**config.mk**
```make
export PLATFORM = sky130hd
export DESIGN_NAME = io_slave_responder
export DESIGN_NICKNAME = d
export VERILOG_FILES = /design/src/rtl/io_slave_pkg.sv /design/src/rtl/io_slave_regbank.sv /design/src/rtl/io_slave_responder.sv
export SDC_FILE = /design/constraint.sdc
export NUM_CORES = 1
export LEC_CHECK = 0
export BUFFER_PORTS_ARGS = -buffer_cell sky130_fd_sc_hd__buf_4
export CAP_MARGIN = 25
export CORE_AREA = 10 10 469 471
export CTS_CLUSTER_DIAMETER = 100
export DETAILED_ROUTE_END_ITERATION = 8
export DIE_AREA = 0 0 479 481
export GPL_TIMING_DRIVEN = 0
export RECOVER_POWER = 50
export SETUP_SLACK_MARGIN = 0.4
export SLEW_MARGIN = 20
export SYNTH_ARGS = -nofsm -noshare
export SYNTH_HDL_FRONTEND = slang
export SYNTH_SLANG_ARGS = --single-unit
```
**constraint.sdc**
```tcl
create_clock -name clk_i -period 34.6 [get_ports clk_i]
set_clock_uncertainty 0.15 [all_clocks]
set_input_delay 1.73 -clock clk_i [delete_from_list [all_inputs] [get_ports clk_i]]
set_output_delay 1.73 -clock clk_i [all_outputs]
set_load 0.05 [all_outputs]
```
**src/rtl/io_slave_pkg.sv**
```systemverilog
// Shared types and helpers for the I/O bus slave responder.
// Optional feature macro: IOS_ACK_WR_EN (write ack bypasses wait states).
package io_slave_pkg;

  localparam int DATA_W = 64;
  localparam int SEL_W  = 8;
  localparam int CNT_W  = 4;

  typedef enum logic [1:0] {
    ST_IDLE = 2'd0,
    ST_WAIT = 2'd1,
    ST_ACK  = 2'd2
  } state_e;

  // Replace only the byte lanes whose select bit is set.
  function automatic logic [DATA_W-1:0] byte_merge(
    input logic [DATA_W-1:0] old_v,
    input logic [DATA_W-1:0] new_v,
    input logic [SEL_W-1:0]  sel
  );
    logic [DATA_W-1:0] res;
    res = old_v;
    for (int b = 0; b < SEL_W; b++) begin
      if (sel[b]) res[b*8 +: 8] = new_v[b*8 +: 8];
    end
    return res;
  endfunction

endpackage

```
**src/rtl/io_slave_regbank.sv**
```systemverilog
// NREG x 64-bit control register bank with byte-lane writes and a read mux
// that substitutes device status words for slots flagged in STSMASK.
module io_slave_regbank
  import io_slave_pkg::*;
#(
  parameter int               NREG    = 8,
  parameter logic [NREG-1:0]  STSMASK = '0,
  localparam int              IDX_W   = $clog2(NREG)
) (
  input  logic                     clk_i,
  input  logic                     rst_i,
  input  logic                     we_i,
  input  logic [IDX_W-1:0]         widx_i,
  input  logic [SEL_W-1:0]         sel_i,
  input  logic [DATA_W-1:0]        wdat_i,
  input  logic [IDX_W-1:0]         ridx_i,
  input  logic [NREG*DATA_W-1:0]   sts_i,
  output logic [DATA_W-1:0]        rdat_o,
  output logic [NREG*DATA_W-1:0]   regs_o
);

  logic [DATA_W-1:0] slot_rd [NREG];

  for (genvar gi = 0; gi < NREG; gi++) begin : g_slot
    logic [DATA_W-1:0] slot_q;

    // Status-mapped slots never store; the write still reaches the device as a strobe.
    always_ff @(posedge clk_i or posedge rst_i) begin
      if (rst_i) begin
        slot_q <= '0;
      end else if (we_i && (widx_i == IDX_W'(gi)) && !STSMASK[gi]) begin
        slot_q <= byte_merge(slot_q, wdat_i, sel_i);
      end
    end

    assign regs_o[gi*DATA_W +: DATA_W] = slot_q;
    assign slot_rd[gi] = STSMASK[gi] ? sts_i[gi*DATA_W +: DATA_W] : slot_q;
  end

  assign rdat_o = slot_rd[ridx_i];

endmodule

```
**src/rtl/io_slave_responder.sv**
```systemverilog
// Device-side responder: decode, programmable wait states, ack held until strobe drops.
// Optional feature macro: IOS_ACK_WR_EN (writes are acked without wait states).
module io_slave_responder
  import io_slave_pkg::*;
#(
  parameter int               NREG        = 8,
  parameter int               WAIT_STATES = 0,
  parameter logic [NREG-1:0]  STSMASK     = '0
) (
  input  logic                     clk_i,
  input  logic                     rst_i,
  input  logic                     cs_i,
  input  logic                     cyc_i,
  input  logic                     stb_i,
  output logic                     ack_o,
  input  logic                     we_i,
  input  logic [SEL_W-1:0]         sel_i,
  input  logic [31:0]              adr_i,
  input  logic [DATA_W-1:0]        dat_i,
  output logic [DATA_W-1:0]        dat_o,
  output logic [NREG*DATA_W-1:0]   reg_o,
  output logic [NREG-1:0]          wr_o,
  output logic [NREG-1:0]          rd_o,
  input  logic [NREG*DATA_W-1:0]   sts_i
);

  localparam int IDX_W = $clog2(NREG);

  state_e              state_q, state_d;
  logic [CNT_W-1:0]    cnt_q, cnt_d, cnt_load;
  logic                we_q;
  logic [SEL_W-1:0]    sel_q;
  logic [IDX_W-1:0]    idx_q;
  logic [DATA_W-1:0]   wdat_q;
  logic [DATA_W-1:0]   rdat_q;
  logic [NREG-1:0]     wr_q, wr_d, rd_q, rd_d;
  logic [NREG-1:0]     idx_onehot;
  logic [DATA_W-1:0]   rdat_bank;
  logic                req, ack_entry, in_range, bank_we;
  logic                unused_adr;

  assign req        = cs_i & cyc_i & stb_i;
  assign in_range   = ({{(32-IDX_W){1'b0}}, idx_q} < 32'(NREG));
  assign idx_onehot = NREG'(1) << idx_q;
  assign unused_adr = ^{adr_i[31:3+IDX_W], adr_i[2:0]};

`ifdef IOS_ACK_WR_EN
  assign cnt_load = we_i ? '0 : CNT_W'(WAIT_STATES);
`else
  assign cnt_load = CNT_W'(WAIT_STATES);
`endif

  always_ff @(posedge clk_i or posedge rst_i) begin
    if (rst_i) begin
      state_q <= ST_IDLE;
      cnt_q   <= '0;
      we_q    <= 1'b0;
      sel_q   <= '0;
      idx_q   <= '0;
      wdat_q  <= '0;
      rdat_q  <= '0;
      wr_q    <= '0;
      rd_q    <= '0;
    end else begin
      state_q <= state_d;
      cnt_q   <= cnt_d;
      wr_q    <= wr_d;
      rd_q    <= rd_d;
      if (state_q == ST_IDLE && req) begin
        we_q   <= we_i;
        sel_q  <= sel_i;
        idx_q  <= adr_i[3 +: IDX_W];
        wdat_q <= dat_i;
      end
      if (ack_entry) rdat_q <= (!we_q && in_range) ? rdat_bank : '0;
    end
  end

  // WAIT is always visited once so ack lands WAIT_STATES+1 edges after capture.
  always_comb begin
    state_d   = state_q;
    cnt_d     = cnt_q;
    ack_entry = 1'b0;
    case (state_q)
      ST_IDLE: begin
        if (req) begin
          state_d = ST_WAIT;
          cnt_d   = cnt_load;
        end
      end
      ST_WAIT: begin
        if (!cyc_i) begin
          state_d = ST_IDLE;
          cnt_d   = '0;
        end else if (cnt_q == '0) begin
          state_d   = ST_ACK;
          ack_entry = 1'b1;
        end else begin
          cnt_d = cnt_q - 1'b1;
        end
      end
      ST_ACK: begin
        if (!stb_i || !cyc_i) state_d = ST_IDLE;
      end
      default: state_d = ST_IDLE;
    endcase
    bank_we = ack_entry && we_q && in_range;
    wr_d    = bank_we ? idx_onehot : '0;
    rd_d    = (ack_entry && !we_q && in_range) ? idx_onehot : '0;
  end

  always_comb begin
    ack_o = (state_q == ST_ACK);
    dat_o = ack_o ? rdat_q : '0;
    wr_o  = wr_q;
    rd_o  = rd_q;
  end

  io_slave_regbank #(
    .NREG    (NREG),
    .STSMASK (STSMASK)
  ) u_regbank (
    .clk_i  (clk_i),
    .rst_i  (rst_i),
    .we_i   (bank_we),
    .widx_i (idx_q),
    .sel_i  (sel_q),
    .wdat_i (wdat_q),
    .ridx_i (idx_q),
    .sts_i  (sts_i),
    .rdat_o (rdat_bank),
    .regs_o (reg_o)
  );

endmodule

```
# After elaboration in Yosys (flattened, before gate mapping)
# Cells that the tools add are included.
dict set report word_totals {
  output_inout_bits 593
  register_bits 674
  inputBits 622
}
dict set report op_classes {
  shifts 1
  reduce_logical 85
  n_eq_ne 13
  n_bitwise 3
  muxes 19
  addsub 1
  magnitude_cmp 1
}
# operator n
set op_table {}
lappend op_table {{two-way mux 64 bit} 4}
lappend op_table {{binary-select mux 64 bit (select 3 bit)} 1}
lappend op_table {{AND reduction 2 bit} 64}
lappend op_table {{two-way mux 8 bit} 2}
lappend op_table {{== test 3 bit, second input constant} 4}
lappend op_table {{two-way mux 4 bit} 3}
lappend op_table {{logical AND 1 bit} 11}
lappend op_table {{two-way mux 2 bit} 4}
lappend op_table {{one-hot mux 4 bit (2 select lines)} 1}
lappend op_table {{left shift 1 x 3 -> 8 bit, first input constant} 1}
lappend op_table {{== test 3 x 2 -> 1 bit, second input constant} 2}
lappend op_table {{!= test 3 bit, second input constant} 2}
lappend op_table {{one-hot mux 2 bit (3 select lines)} 1}
lappend op_table {{AND reduction 3 bit} 2}
lappend op_table {{greater-or-equal comparator 4 bit, second input constant} 1}
lappend op_table {{zero test 4 bit} 1}
lappend op_table {{NOT 3 -> 4 bit} 1}
lappend op_table {{subtractor 4 x 1 -> 4 bit, second input constant} 1}
lappend op_table {{== test 3 x 1 -> 1 bit, second input constant} 1}
lappend op_table {{zero test 1 bit} 3}
lappend op_table {{zero test 3 bit} 1}
lappend op_table {{two-way mux 1 bit} 3}
lappend op_table {{bitwise AND 1 bit} 2}
lappend op_table {{== test 2 x 1 -> 1 bit, second input constant} 1}
lappend op_table {{other kinds (6)} 6}

# Longest topological paths before layout
# Gate-level depths: netlist (run 1).
dict set report depth {
  ltp_word 7
  depth_mapped 8
  depth_no_buf 6
}

# Hierarchy
# A second synthesis (run 1) with hierarchy kept.
dict set report unflattened {
  cells_unflattened 1858
  hier_area_um2 29927.5
}
# module area_each_um2 cells_each n_inst seq_area_each_um2
set modules_own_cells {}
lappend modules_own_cells {io_slave_regbank 22880.7 1340 1 12812.3}
lappend modules_own_cells {io_slave_responder 7046.8 518 1 4053.9}

# Least setup slack after synthesis (run 1)
# OpenSTA, ideal clock, no wires.
dict set report synth_path {
  path_type {reg2out}
  from {register state_q[0]}
  to {output dat_o[54]}
  arrival_ps 1648
  path_slack_ps 31072
  path_stages_with_launch 4
  n_path_buf 1
  cell_sequence {dfrtp_1 -> nor2_1 -> clkbuf_1 -> and2_1}
}
dict set report synth_via {
  elab_chain_cells 2
}
# element line_no
set synth_rtl {}
lappend synth_rtl {{from (decl)} io_slave_responder.sv:29} ;# state_e state_q, state_d;
lappend synth_rtl {{from (signal assigned)} io_slave_responder.sv:65} ;# state_q <= state_d;
lappend synth_rtl {{== test 2 bit} io_slave_responder.sv:113} ;# ack_o = (state_q == ST_ACK);
lappend synth_rtl {{via ack_o} io_slave_responder.sv:15} ;# output logic ack_o,
lappend synth_rtl {{two-way mux 64 bit} io_slave_responder.sv:114} ;# dat_o = ack_o ? rdat_q : '0;
lappend synth_rtl {{to (decl)} io_slave_responder.sv:20} ;# output logic [DATA_W-1:0] dat_o,
# The timed path passes the listed nets, and every way through them passes these cells.

==> results by stage, run 1 <==
Outcome:
- The flow ran to the end, but the final reports show violations.
- The checks that failed: capacitance limit, slew limit.

Cells and area:
- The final layout net count is 3,270.
- The fraction of layout cells with a size suffix above 1 is 53.0%.
- The final cell count without fillers is 5,537.
- The area added between synthesis and finish is 35.9%.

Synth:
- The share of synthesized area in the top cell type comes to 56.9%.
- The fraction of registers with async set/reset is 100%.
- The sequential area share after synthesis is 56.9%.
- Dividing the synthesized area by the synthesized cell count gives 15.8 sq um.
- In the synthesized netlist the dominant register cell turns out to be dfrtp_1.
- dfrtp_1 takes more of the synthesized area than any other cell.
- Yosys mapped a number of flops with a built-in enable equal to 0.
- Synthesis produced a netlist whose cell count is 1,871.
- In this run the cell area of the synthesized design comes to 29,600 sq um.
- The number of nets in the synthesized netlist is 2,495.
- The flip-flop and latch count after synthesis is 674.
- Counting distinct cell types in the post-synthesis netlist gives 38.
- The synthesis warning total is 0.
- By area the synthesized netlist is led by dfrtp_1 (57%), mux2_2 (22%), mux4_2 (9.7%).

GRT:
- The number of global-route vias before repair was 21,700.
- The first-pass GRT wire length is 190,000 um.
- In the global route stage, overall resource usage came out at 11.8%.
- The number of antenna violations at the first check in global routing is 20.
- Entering global routing, the biggest net connects 103 pins.
- After global routing the overflow that remains totals 0.

Critical path:
- The worst flop-to-flop path startpoint is idx_q[0].
- The endpoint kind of the worst setup timing path is an async pin.
- The critical path is of the in -> async type.
- The reg-to-reg setup timing slack is 29,620 ps.
- The worst setup path is launched from an input pin.
- At the worst endpoint, the required time is 34,240 ps.
- Data on the critical path arrives at its endpoint at 14,870 ps.
- Along the worst path, the maximum fanout reaches 102.
- The destination of the worst register-to-register timing path is u_regbank.g_slot[4].slot_q[40].
- The worst register-to-register path has a depth of 6.

Detailed routing:
- The detailed-route via count is 20,100.
- The number of design-rule violations left by the first detailed-router iteration is 1,136.
- The post-route DRC violation count is 0.
- Using the TritonRoute via totals, the vias-per-cell ratio works out to 3.63.
- After detailed routing, the average wire length per cell comes to 25.4 um.
- Wires add up to 141,000 um.
- The first detailed-routing pass took 5 iterations.
- The count of nets left with antenna violations after detail routing is 0.

Place:
- The HPWL after detailed placement is 110,000 um.
- During placement, the flow inserted port buffers numbering 673.
- At the end of routability-driven placement, the weighted congestion stood at 0.799.
- Including well taps, the total number of placed cells is 5,380.

Clocking:
- In this run, post-CTS repair resized a total of 0 instances.
- The cts-stage hold buffer count is 0.
- The clock transition at the register clock pins on the worst setup and hold paths after CTS is 50 ps.
- The TritonCTS buffer count is 85.
- The clock passes through at most 3 buffers.
- The number of setup buffers added after CTS is 0.
- The tree is rooted in a clkbuf_16.
- TritonCTS built the clock tree.
- The number of H-tree levels is 3.
- CTS saw 674 sinks.
- The later-pin clock latency in the skew report is 700 ps.

Min path:
- The startpoint of the tightest hold check path is rdat_q[9].
- The number of stages on the worst hold path is 2.
- For hold timing, the worst endpoint is rdat_q[9].
- The tightest min-delay check is of the reg -> reg type.

STA:
- The number of setup violations in the final report is 0.
- The actual transition at the worst max-transition pin is 5590 ps.
- The achievable frequency is 65.7 MHz.
- The max-slew violation count is 740.
- The portion of the clock cycle consumed by the worst path in the final layout is 44.0%.
- The post-route minimum period is 15,230 ps.
- Setup repair after global routing left no endpoint under its margin.
- Setup total negative slack on the finished layout was measured at 0 ps.
- The final-report hold violation count is 0.
- The headroom to the max-slew limit is -273%.

Pwr:
- The portion of total power attributed to the clock network is 35.4%.
- In this run the power density over the cells is 61.4 nW/um^2.
- Of the total power, combinational logic draws 25.2%.
- The total power is 2470 uW.
- The total internal power is 1570 uW.
- The worst-case IR drop observed on VDD is 0.0460 mV.
- Net switching is 36.4% of the power.
- Of the total power, registers draw 39.4%.
- The leakage power of the design is 0.0190 uW.
- For this design the total switching power over the nets is 900 uW.

Floorplan:
- The initialized floorplan defines 169 standard-cell rows.
- For this configuration, the core starts out at a cell density of 14.0%.
- The floorplan step defined a die boundary enclosing 230,000 sq um.
- From left edge to right edge, the die measures 479 um.
- The y dimension of the die is 481 um.
- The core area is 211,000 sq um.
- In this run the count of I/O pins placed on the die edge is 1,215.

Flow run:
- Across the run, the number of max-cap violations was 15.
## synth_stat cells (4+ instances only)
cell type / number
nand2_4: 16
buf_6: 4
and2_1: 68
buf_2: 20
or3_1: 5
o21ai_0: 67
mux4_2: 128
nand3_1: 9
nor3_1: 5
clkbuf_1: 37
nand2b_1: 6
mux2_1: 21
nor2_8: 24
nand2_1: 86
nand3_2: 8
mux2_2: 568
buf_1: 24
dfrtp_1: 674
nor2_1: 7
inv_1: 4
nor4_1: 4
mux2i_1: 64
## area by class of cell
| type | count | area (sq um) |
|---|---|---|
| fill | 23000 | 171000 |
| sequential | 674 | 16900 |
| multi-input combinational | 1106 | 12000 |
| timing repair buffer | 688 | 4740 |
| tap | 2821 | 3530 |
| clock buffer | 115 | 2330 |
| buffer | 87 | 383 |
| clock inverter | 31 | 364 |
| antenna | 11 | 27.5 |
| inverter | 4 | 16.3 |
## worst max path at each step
stage | cells after the start | from | endpoint | slack [ps]
2_1_floorplan | 1 | rst_i | cnt_q[0] | 13830
3_3_place_gp | 2 | rst_i | u_regbank.g_slot[3].slot_q[51] | 5250
3_5_place_dp | 7 | state_q[1] | dat_o[10] | 29730
4_1_cts | 7 | state_q[1] | dat_o[10] | 28900
5_1_grt | 5 | rst_i | wdat_q[29] | 16790
6_report | 5 | rst_i | wdat_q[29] | 19370
## through the flow
step | util, % | setup slack, ps | hold slack, ps | area [sq um]
finish | 19.1 | 19370 | 318 | 40300
floorplan | - | 13830 | 292 | 29600
global placement | 18.1 | 5250 | 306 | 38200
detailed placement | 18.3 | 29730 | 312 | 38600
CTS | 19.6 | 28900 | 325 | 41300
global route | 19.1 | 16790 | 346 | 40300
## worst max-delay path, cell delays in order
cell	delay [ps]
clkbuf_4	110
clkinvlp_2	1660
clkbuf_1	3680
clkbuf_1	4140
clkbuf_1	3260
## power groups by stage
stage | Combinational (uW) | Sequential [uW] | Clock [uW]
final | 623 | 974 | 874
after global routing | 663 | 989 | 930
after CTS | 669 | 973 | 900
after detailed placement | 668 | 987 | 0
after global placement | 655 | 984 | 0
after floorplan | 244 | 1110 | 0
## metal layers
layer  global-route usage, %  routed length (um)  up-vias  share of wire, %
li1                        -                   -     8516                 -
met3                    3.11                8140      215               5.8
met1                    13.8               56300    10700                40
met4                    4.45                5640        0               4.0
met2                    20.6               70900      680                50
met5                       0                   0        -                 0
## state kept, by name (all words and copies together), names as in the netlist
| register | count |
|---|---|
| u_regbank.g_slot.slot_q | 512 |
| rdat_q | 64 |
| wdat_q | 64 |
| rd_o | 8 |
| sel_q | 8 |
| wr_o | 8 |
| cnt_q | 4 |
| idx_q | 3 |
| state_q | 2 |
| we_q | 1 |
## logic make-up after synthesis
| group | count (synthesis) | share of synthesized area [%] |
|---|---|---|
| multiplexers | 781 | 34.3 |
| flip-flops | 674 | 56.9 |
| AND/OR/NAND/NOR | 250 | 6.02 |
| buffers and inverters | 91 | 1.36 |
| AO/OA/AOI/OAI | 73 | 1.29 |
| adder cells (fa/ha/maj) | 2 | 0.0845 |
## layout by cell type, fill, tap and decap left out, drive strengths merged, types with 5 or more instances in the layout
| master | n |
|---|---|
| clkinvlp | 7 |
| nand2b | 6 |
| nor3 | 6 |
| clkbuf | 302 |
| diode | 11 |
| nand3 | 17 |
| or3 | 5 |
| mux2 | 589 |
| dfrtp | 674 |
| mux2i | 64 |
| inv | 14 |
| o21ai | 67 |
| nand2 | 102 |
| and2 | 68 |
| buf | 588 |
| mux4 | 128 |
| clkinv | 11 |
| nor2 | 32 |
No activity file was read; power rests on OpenSTA's default activity.
==> run 2, diff against run 1 <==
--- a/config.mk
+++ b/config.mk
@@ -5,12 +5,13 @@
 export SDC_FILE = /design/constraint.sdc
 export NUM_CORES = 1
 export LEC_CHECK = 0
+export ABC_AREA = 1
 export BUFFER_PORTS_ARGS = -buffer_cell sky130_fd_sc_hd__buf_4
 export CAP_MARGIN = 25
-export CORE_AREA = 10 10 469 471
+export CORE_AREA = 10 10 459 461
 export CTS_CLUSTER_DIAMETER = 100
 export DETAILED_ROUTE_END_ITERATION = 8
-export DIE_AREA = 0 0 479 481
+export DIE_AREA = 0 0 469 471
 export GPL_TIMING_DRIVEN = 0
 export RECOVER_POWER = 50
 export SETUP_SLACK_MARGIN = 0.4
==> constraint.sdc (replaced) <==
create_clock -name clk_i -period 14.72 [get_ports clk_i]
set_clock_uncertainty 0.15 [all_clocks]
set_input_delay 0.736 -clock clk_i [delete_from_list [all_inputs] [get_ports clk_i]]
set_output_delay 0.736 -clock clk_i [all_outputs]
set_load 0.05 [all_outputs]
==> results by stage, run 2 <==
Outcome:
- The run finished, with violations left.
- The final reports fail on capacitance limit, slew limit.

Place:
- The setup slack after placement is 10,980 ps (-18,750 ps).
- The half-perimeter wire length of the detailed placement result is 182,000 um (+66%).
- The routability congestion estimate from global placement came to 0.897 (+12%).
- The number of cells in the design after placement is 7,784 (+45%).
- The number of buffers added on ports is 673 (unchanged).

Cells and area:
- The area growth from synthesis to layout is 30.8%.
- The library cells used most frequently in the layout, excluding fill and tap cells, are nand2_1 (2,272), nand3_1 (712), clkbuf_1 (698).
- The library cell used most frequently in the layout, excluding fill and tap cells, is nand2_1.
- The largest register by flop count is u_regbank.g_slot.slot_q.
- The final layout net count is 5,830 (+78%).
- The flip-flop count of the largest register, all copies and words added is 512 (unchanged).
- The filler cell count in the final layout is 22,900 (-0.68%).
- In the final layout, the registers with the most flip-flops are u_regbank.g_slot.slot_q: 512 flops, rdat_q: 64 flops, wdat_q: 64 flops.
- The combined area of the multi-input logic cells is 13,400 sq um (+11%).
- The fraction of layout cells with a size suffix above 1 is 9.87% (-43 points).
- The final cell count without fillers is 7,960 (+44%).
- The flip-flop and latch area was 16,900 sq um (unchanged).

Detailed routing:
- The post-route DRC violation count is 0 (unchanged).
- The length of the first detailed-routing pass in iterations is 6 (+1).
- The total detailed-routing wirelength came to 235,000 um (+67%).
- The count of nets left with antenna violations after detail routing is 0 (unchanged).
- The number of design-rule violations left by the first detailed-router iteration is 4,244 (+270%).
- The detailed-route via count is 36,000 (+79%).
- The post-detailed-route via-to-cell ratio came to 4.52 (+25%).
- The routed length per instance is 29.5 um (+16%).

STA:
- The headroom to the max-slew limit was -31.7% (+240 points).
- The worst path setup slack after routing is 7100 ps (-12,270 ps).
- The final-report hold violation count is 0 (unchanged).
- Of the available clock period, the critical path in the final layout requires 51.8%.
- The actual transition at the worst max-transition pin was 1980 ps (-3610 ps).
- The number of setup violations in the final report is 0 (unchanged).
- The worst hold margin is 113 ps (-205 ps).
- The post-route minimum period is 7620 ps.
- Timing would allow up to 131 MHz.
- The max-slew violation count is 272 (-63%).
- Setup repair after global routing left no endpoint under its margin.

Synth:
- The number of enable flip-flop cells after synthesis is 0 (unchanged).
- The synthesis warning total is 0 (unchanged).
- The area fraction of the dominant cell type after synthesis was 51.9% (-5.1 points).
- By instance count, the leading cell after synthesis is nand2_1.
- The gate count of the mapped netlist was 4,401 (+140%).
- The distinct cell type count of the synthesized netlist came to 20 (-47%).
- The netlist area before placement is 32,500 sq um (+9.8%).
- The cell type with the largest total area after synthesis is dfrtp_1.
- Yosys attributes the largest share of cell area to dfrtp_1 (52%), nand2_1 (26%), nand3_1 (11%).
- The net count after synthesis was 5,025 (+100%).
- The fraction of registers with async set/reset is 100% (unchanged).
- The sequential area share after synthesis is 51.9% (-5.1 points).
- The most used flip-flop cell after synthesis is dfrtp_1.
- The commonest cells after synthesis are nand2_1 (2,272), nand3_1 (712), dfrtp_1 (674), clkbuf_1 (161), inv_1 (147).
- The flip-flop and latch count after synthesis came to 674 (unchanged).
- The average cell area after synthesis is 7.39 sq um (-53%).

GRT:
- The remaining global-route overflow is 0 (unchanged).
- The overall routing resource usage is 20.4% (+8.6 points).
- The maximum number of pins on one net before global-route repair is 34 (-67%).
- The number of antenna violations at the first check in global routing came to 22 (+10%).
- The number of global-route vias before repair is 34,500 (+59%).
- The first-pass GRT wire length is 309,000 um (+63%).

Critical path:
- The data arrival at the endpoint of the critical path is 8370 ps (-6500 ps).
- The slowest stage of the critical path belongs to the cell clkbuf_1.
- The critical path is of the in -> async type.
- The worst setup path is launched from an input pin.
- The worst-path maximum fanout is 33 (-68%).
- The required time of the critical path was 15,470 ps (-18,770 ps).
- The critical path goes through dlygate4sd3_1 -> clkbuf_4 -> clkinvlp_2 -> clkbuf_1 -> clkbuf_1 -> clkbuf_1 -> clkbuf_1 -> clkbuf_1 -> buf_12 -> buf_12.
- The maximum single-stage delay on the critical path is 1450 ps (-2690 ps).
- The most frequent cell on the critical path is clkbuf_1.
- The endpoint kind of the worst setup timing path is an async pin.

Pwr:
- The highest ir drop seen on vdd is 0.131 mV (+180%).
- The leakage power of the design came to 0.0217 uW (+14%).
- The total power was 10,300 uW (+320%).
- The power density relative to cell area came to 242 nW/um^2 (+290%).

Clocking:
- The number of H-tree levels came to 3 (unchanged).
- The clock transition at the register clock pins on the worst setup and hold paths after CTS is 60 ps (about the same).
- The number of buffers added for setup after CTS is 0 (unchanged).
- The TritonCTS sink count came to 674 (unchanged).
- The TritonCTS buffer count is 87 (+2.4%).
- TritonCTS built the clock tree.
- The maximum number of buffers from clock root to sink is 3 (unchanged).
- The tree is rooted in a clkbuf_16.
- The later-pin clock latency in the skew report is 730 ps (+30 ps).

Floorplan:
- The core area is 201,000 sq um (-4.5%).
- The total die area is 221,000 sq um (-4.1%).
- The number of placement rows is 165 (-2.4%).
- The y dimension of the die was 471 um (-2.1%).
- The initial cell density of the core came to 16.1% (+2.1 points).
- The total I/O pin count is 1,215 (unchanged).
- The width of the chip is 469 um (-2.1%).

Flow run:
- The count of max-cap constraint violations is 10 (-5).

Min path:
- The tightest min-delay check is of the in -> reg type.
==> run 2: cell count changes in the layout (fill, tap and decap cells not counted), sizes merged, moves of 68 or more <==
cell / before / now
buf: 588 / 348
mux2: 589 / 0
and2: 68 / 0
nand3: 17 / 714
inv: 14 / 166
clkbuf: 302 / 822
nand2: 102 / 2274
mux4: 128 / 0
==> run 2: what timing repair did <==
action / in CTS / in global routing
resized for setup: 0 / 0
endpoints found under the hold margin: 30 / 0
hold buffers: 1 / 0
==> run 2: worst paths after layout <==
kind / cells past startpoint / slack (ps) / to / startpoint
max in group clk_i: 6 / 10390 / dat_o[57] / state_q[1]
worst max register to register: 7 / 11310 / u_regbank.g_slot[6].slot_q[47] / idx_q[0]
worst min-delay path: 3 / 110 / wdat_q[22] / dat_i[22]
worst max-delay path: 10 / 7100 / u_regbank.g_slot[4].slot_q[8] / rst_i
min in group asynchronous: 3 / 330 / wdat_q[51] / rst_i
worst min register to register: 2 / 330 / rdat_q[33] / rdat_q[33]
==> run 2: cell families after synthesis <==
logic type / after synthesis / synth area share, %
and+or+nand+nor: 3152 / 39.8
DFF: 674 / 51.9
buffers and inverters: 494 / 6.97
AOI/OAI and AO/OA: 79 / 1.22
adders and majority gates: 2 / 0.0770
==> run 2: per-stage QoR <==
stage	setup TNS (ps)	cell area (sq um)	utilization [%]
6_report	0	42500	21.1
5_1_grt	0	42500	21.1
4_1_cts	0	44700	22.2
3_5_place_dp	0	41700	20.7
3_3_place_gp	-106460	40900	20.3
2_1_floorplan	0	32500	-
==> run 2: where the power goes <==
group          internal (uW)  switching [uW]  leakage [uW]  total (uW)
Combinational            865            4330        0.0111        5200
Sequential              2370             450       0.00921        2820
Clock                   1320             958       0.00147        2280
Total                   4560            5740        0.0217       10300
==> run 2: critical path: cells and delay by family <==
family	cells	cell delay [ps]
buf+inv	10	7510
==> run 2: area by class of cell <==
| cell class | count | share of cell area, % |
|---|---|---|
| Sequential cell | 674 | 39.7 |
| Multi-Input combinational cell | 3233 | 31.4 |
| Timing Repair Buffer | 716 | 8.57 |
| Tap cell | 2672 | 7.86 |
| Clock buffer | 120 | 5.77 |
| Buffer | 335 | 3.98 |
| Inverter | 159 | 1.41 |
| Clock inverter | 42 | 1.28 |
| Antenna cell | 9 | 0.0530 |
==> run 2: routing by layer <==
metal,GRT usage (%),vias to the layer above,routed length (um)
li1,-,15500,-
met5,0,-,12
met1,24.6,17600,91300
met3,5.43,527,21600
met4,13.9,2,19900
met2,31.4,2358,102000
==> run 3, diff against run 2 <==
--- a/config.mk
+++ b/config.mk
@@ -5,13 +5,13 @@
 export SDC_FILE = /design/constraint.sdc
 export NUM_CORES = 1
 export LEC_CHECK = 0
-export ABC_AREA = 1
+export ABC_AREA = 0
 export BUFFER_PORTS_ARGS = -buffer_cell sky130_fd_sc_hd__buf_4
 export CAP_MARGIN = 25
-export CORE_AREA = 10 10 459 461
+export CORE_AREA = 10 10 469 471
 export CTS_CLUSTER_DIAMETER = 100
 export DETAILED_ROUTE_END_ITERATION = 8
-export DIE_AREA = 0 0 469 471
+export DIE_AREA = 0 0 479 481
 export GPL_TIMING_DRIVEN = 0
 export RECOVER_POWER = 50
 export SETUP_SLACK_MARGIN = 0.4
==> constraint.sdc (replaced) <==
create_clock -name clk_i -period 7.3 [get_ports clk_i]
set_clock_uncertainty 0.15 [all_clocks]
set_input_delay 0.365 -clock clk_i [delete_from_list [all_inputs] [get_ports clk_i]]
set_output_delay 0.365 -clock clk_i [all_outputs]
set_load 0.05 [all_outputs]
==> results by stage, run 3 (same netlist as run 1, synthesis figures left out) <==
Cells and area:
- The area added between synthesis and finish is 36.4%.
- Leaving out fill and tap cells, the most frequent cell in the layout is dfrtp_1.
- The flip-flop count of the largest register, all copies and words added came to 512 (unchanged).
- The final layout net count was 3,365 (-42%).
- The final instance area is 40,400 sq um (-5.0%).
- More flip-flops sit in one register than any other, and that register is u_regbank.g_slot.slot_q.
- The filler cell count in the final layout is 23,200 (+1.6%).
- The largest registers in the layout are u_regbank.g_slot.slot_q: 512 flops, rdat_q: 64 flops, wdat_q: 64 flops.
- The final cell count without fillers came to 5,630 (-29%).
- The top cell types in the final layout, fill and taps aside, are dfrtp_1 (674), clkbuf_1 (582), mux2_2 (568).
- The fraction of layout cells with a size suffix above 1 is 39.1% (+29 points).

Clocking:
- The maximum number of buffers from clock root to sink is 3 (unchanged).
- Clock tree synthesis selected as its root buffer the cell clkbuf_16.
- The TritonCTS buffer count was 85 (-2.3%).
- TritonCTS built the clock tree.
- The later-pin clock latency in the skew report is 730 ps (about the same).
- The TritonCTS sink count was 674 (unchanged).
- The clock transition at the register clock pins on the worst setup and hold paths after CTS is 60 ps (about the same).
- The number of H-tree levels was 3 (unchanged).
- The number of buffers added for setup after CTS is 0 (unchanged).

Critical path:
- The most frequent cell on the critical path is buf_12.
- The critical path's slowest cell is clkbuf_1.
- The reg-to-reg setup timing slack is 2910 ps (-8400 ps).
- The signal on the critical path passes through dlygate4sd3_1 -> clkbuf_4 -> dlygate4sd3_1 -> clkinvlp_2 -> clkbuf_1 -> clkbuf_1 -> buf_12 -> buf_12 -> buf_12 -> buf_12 -> buf_16.
- The data arrival at the endpoint of the critical path is 5570 ps (-2800 ps).
- STA classifies the critical path endpoint as an async pin.
- The worst setup path is launched from an input pin.
- The worst setup path is of the in -> async kind.
- The worst-path maximum fanout is 31 (-6.1%).
- The maximum single-stage delay on the critical path is 1330 ps (-120 ps).
- The endpoint identified for the worst register-to-register timing path is u_regbank.g_slot[2].slot_q[21].
- In this run the critical register-to-register path is launched from cnt_q[0].
- The depth of the most critical reg-to-reg path is 8 (+1).
- The required time of the critical path is 8070 ps (-7400 ps).

Floorplan:
- The total die area came to 230,000 sq um (+4.3%).
- The width of the chip is 479 um (+2.1%).
- The initial cell density of the core is 14.0% (-2.1 points).
- The y dimension of the die is 481 um (+2.1%).
- The core area came to 211,000 sq um (+4.7%).
- The total I/O pin count is 1,215 (unchanged).
- The number of placement rows is 169 (+2.4%).

STA:
- The worst path needs 4800 ps of the cycle, external delays included.
- Setup repair after global routing left no endpoint under its margin.
- The final-layout setup total negative slack was 0 ps (unchanged).
- The max-slew violation count is 133 (-51%).
- The final-report hold violation count is 0 (unchanged).
- The portion of the clock cycle consumed by the worst path in the final layout is 65.7%.
- The headroom to the max-slew limit came to -40.9% (-9.2 points).
- For this run, the top clock speed supported by timing is 208 MHz.
- The number of setup violations in the final report is 0 (unchanged).
- The actual transition at the worst max-transition pin is 2110 ps (+138 ps).
- The worst path setup slack after routing is 2500 ps (-4600 ps).
- The worst hold margin is 108 ps (-5.46 ps).

Pwr:
- The highest ir drop seen on vdd came to 0.173 mV (+32%).
- The switching power is 4390 uW (-24%).
- The logic gate share of total power is 24.4% (-26 points).
- The sequential group share of total power is 38.9% (+12 points).
- The leakage power of the design is 0.0185 uW (-15%).
- The portion of total power attributed to the clock network was 36.8% (+15 points).
- The power density relative to cell area was 294 nW/um^2 (+21%).
- The switching share of total power came to 37.0% (-19 points).
- The total internal power came to 7480 uW (+64%).

Place:
- The half-perimeter wire length of the detailed placement result is 112,000 um (-38%).
- The number of cells in the design after placement is 5,393 (-31%).
- The routability congestion estimate from global placement is 0.783 (-13%).
- The placement-stage cell area is 38,800 sq um (-6.9%).
- The setup slack after placement is 3320 ps (-7660 ps).
- The number of buffers added on ports is 673 (unchanged).

Min path:
- The hold path endpoint is state_q[1].
- The number of stages on the worst hold path is 4 (+1).
- The worst min-delay path class is in -> reg.
- The startpoint of the tightest hold check path is stb_i.

Detailed routing:
- The post-route DRC violation count is 0 (unchanged).
- The routed length per instance is 25.5 um (-13%).
- The count of nets left with antenna violations after detail routing is 0 (unchanged).
- The post-detailed-route via-to-cell ratio came to 3.63 (-20%).
- The detailed-route via count is 20,500 (-43%).
- The number of design-rule violations left by the first detailed-router iteration is 1,036 (-76%).
- The total detailed-routing wirelength is 144,000 um (-39%).
- The length of the first detailed-routing pass in iterations came to 4 (-2).

GRT:
- The remaining global-route overflow is 0 (unchanged).
- The overall routing resource usage was 12.1% (-8.3 points).
- The number of antenna violations at the first check in global routing is 21 (-4.5%).
- The first-pass GRT wire length came to 195,000 um (-37%).
- The maximum number of pins on one net before global-route repair is 35 (+2.9%).
- The number of global-route vias before repair is 22,400 (-35%).

Outcome:
- The final reports fail on capacitance limit, slew limit.
- The run finished, with violations left.

Flow run:
- The count of max-cap constraint violations is 6 (-4).
[run 3: cell count changes in the layout (fill, tap and decap cells not counted), moves of 68 or more]
| cell | delta |
|---|---|
| nand2_1 | -2187 |
| nand3_1 | -703 |
| mux2_2 | +568 |
| inv_1 | -143 |
| mux4_2 | +128 |
| clkbuf_1 | -116 |
| nor2_1 | -86 |
| dlygate4sd3_1 | +80 |
| buf_2 | -72 |
| and2_1 | +68 |
[run 3: power groups by stage]
stage	sequential (uW)	clock [uW]	combinational, uW
after CTS	4610	4490	3200
after global placement	4660	0	3090
after global routing	4680	4630	3070
after detailed placement	4680	0	3150
after floorplan	5280	0	1160
final	4610	4360	2890
[run 3: worst max path at each step]
| stage | slack [ps] | to | start |
|---|---|---|---|
| 2_1_floorplan | -2430 | cnt_q[0] | rst_i |
| 3_3_place_gp | -7060 | wdat_q[19] | rst_i |
| 3_5_place_dp | 3320 | rdat_q[43] | idx_q[0] |
| 4_1_cts | 3200 | dat_o[18] | state_q[1] |
| 5_1_grt | 1970 | u_regbank.g_slot[7].slot_q[19] | rst_i |
| 6_report | 2500 | u_regbank.g_slot[6].slot_q[18] | rst_i |
[run 3: critical path: cells and delay by family]
family	cells	cell delay [ps]
buf+inv	11	5080
[run 3: routing by layer]
layer	part of all wire [%]	routed length (um)	track usage (%)
met1	41	58500	14.4
met2	51	72800	21.3
met3	5.4	7830	2.94
met4	3.2	4670	3.81
met5	0	0	0
[run 3: timing repair]
item,4_1_cts,5_1_grt
gates resized for setup,0,0
hold buffers,81,0
hold endpoints to repair,241,0
endpoints found under the setup margin,0,0
[run 3: cell type report]
type | instances | area, sq um | share of cell area [%]
Timing Repair Buffer | 783 | 4360 | 10.8
Sequential cell | 674 | 16900 | 41.7
Buffer | 87 | 402 | 0.994
Clock buffer | 116 | 2400 | 5.95
Multi-Input combinational cell | 1106 | 12300 | 30.6
Inverter | 4 | 16.3 | 0.0403
Clock inverter | 35 | 467 | 1.16
Antenna cell | 4 | 10.0 | 0.0248
Tap cell | 2821 | 3530 | 8.74
[run 3: metrics by stage]
stage	util [%]	total power [uW]
CTS	20.2	12300
floorplan	-	6440
global placement	18.1	7760
finish	19.2	11900
detailed placement	18.4	7830
global route	19.2	12400
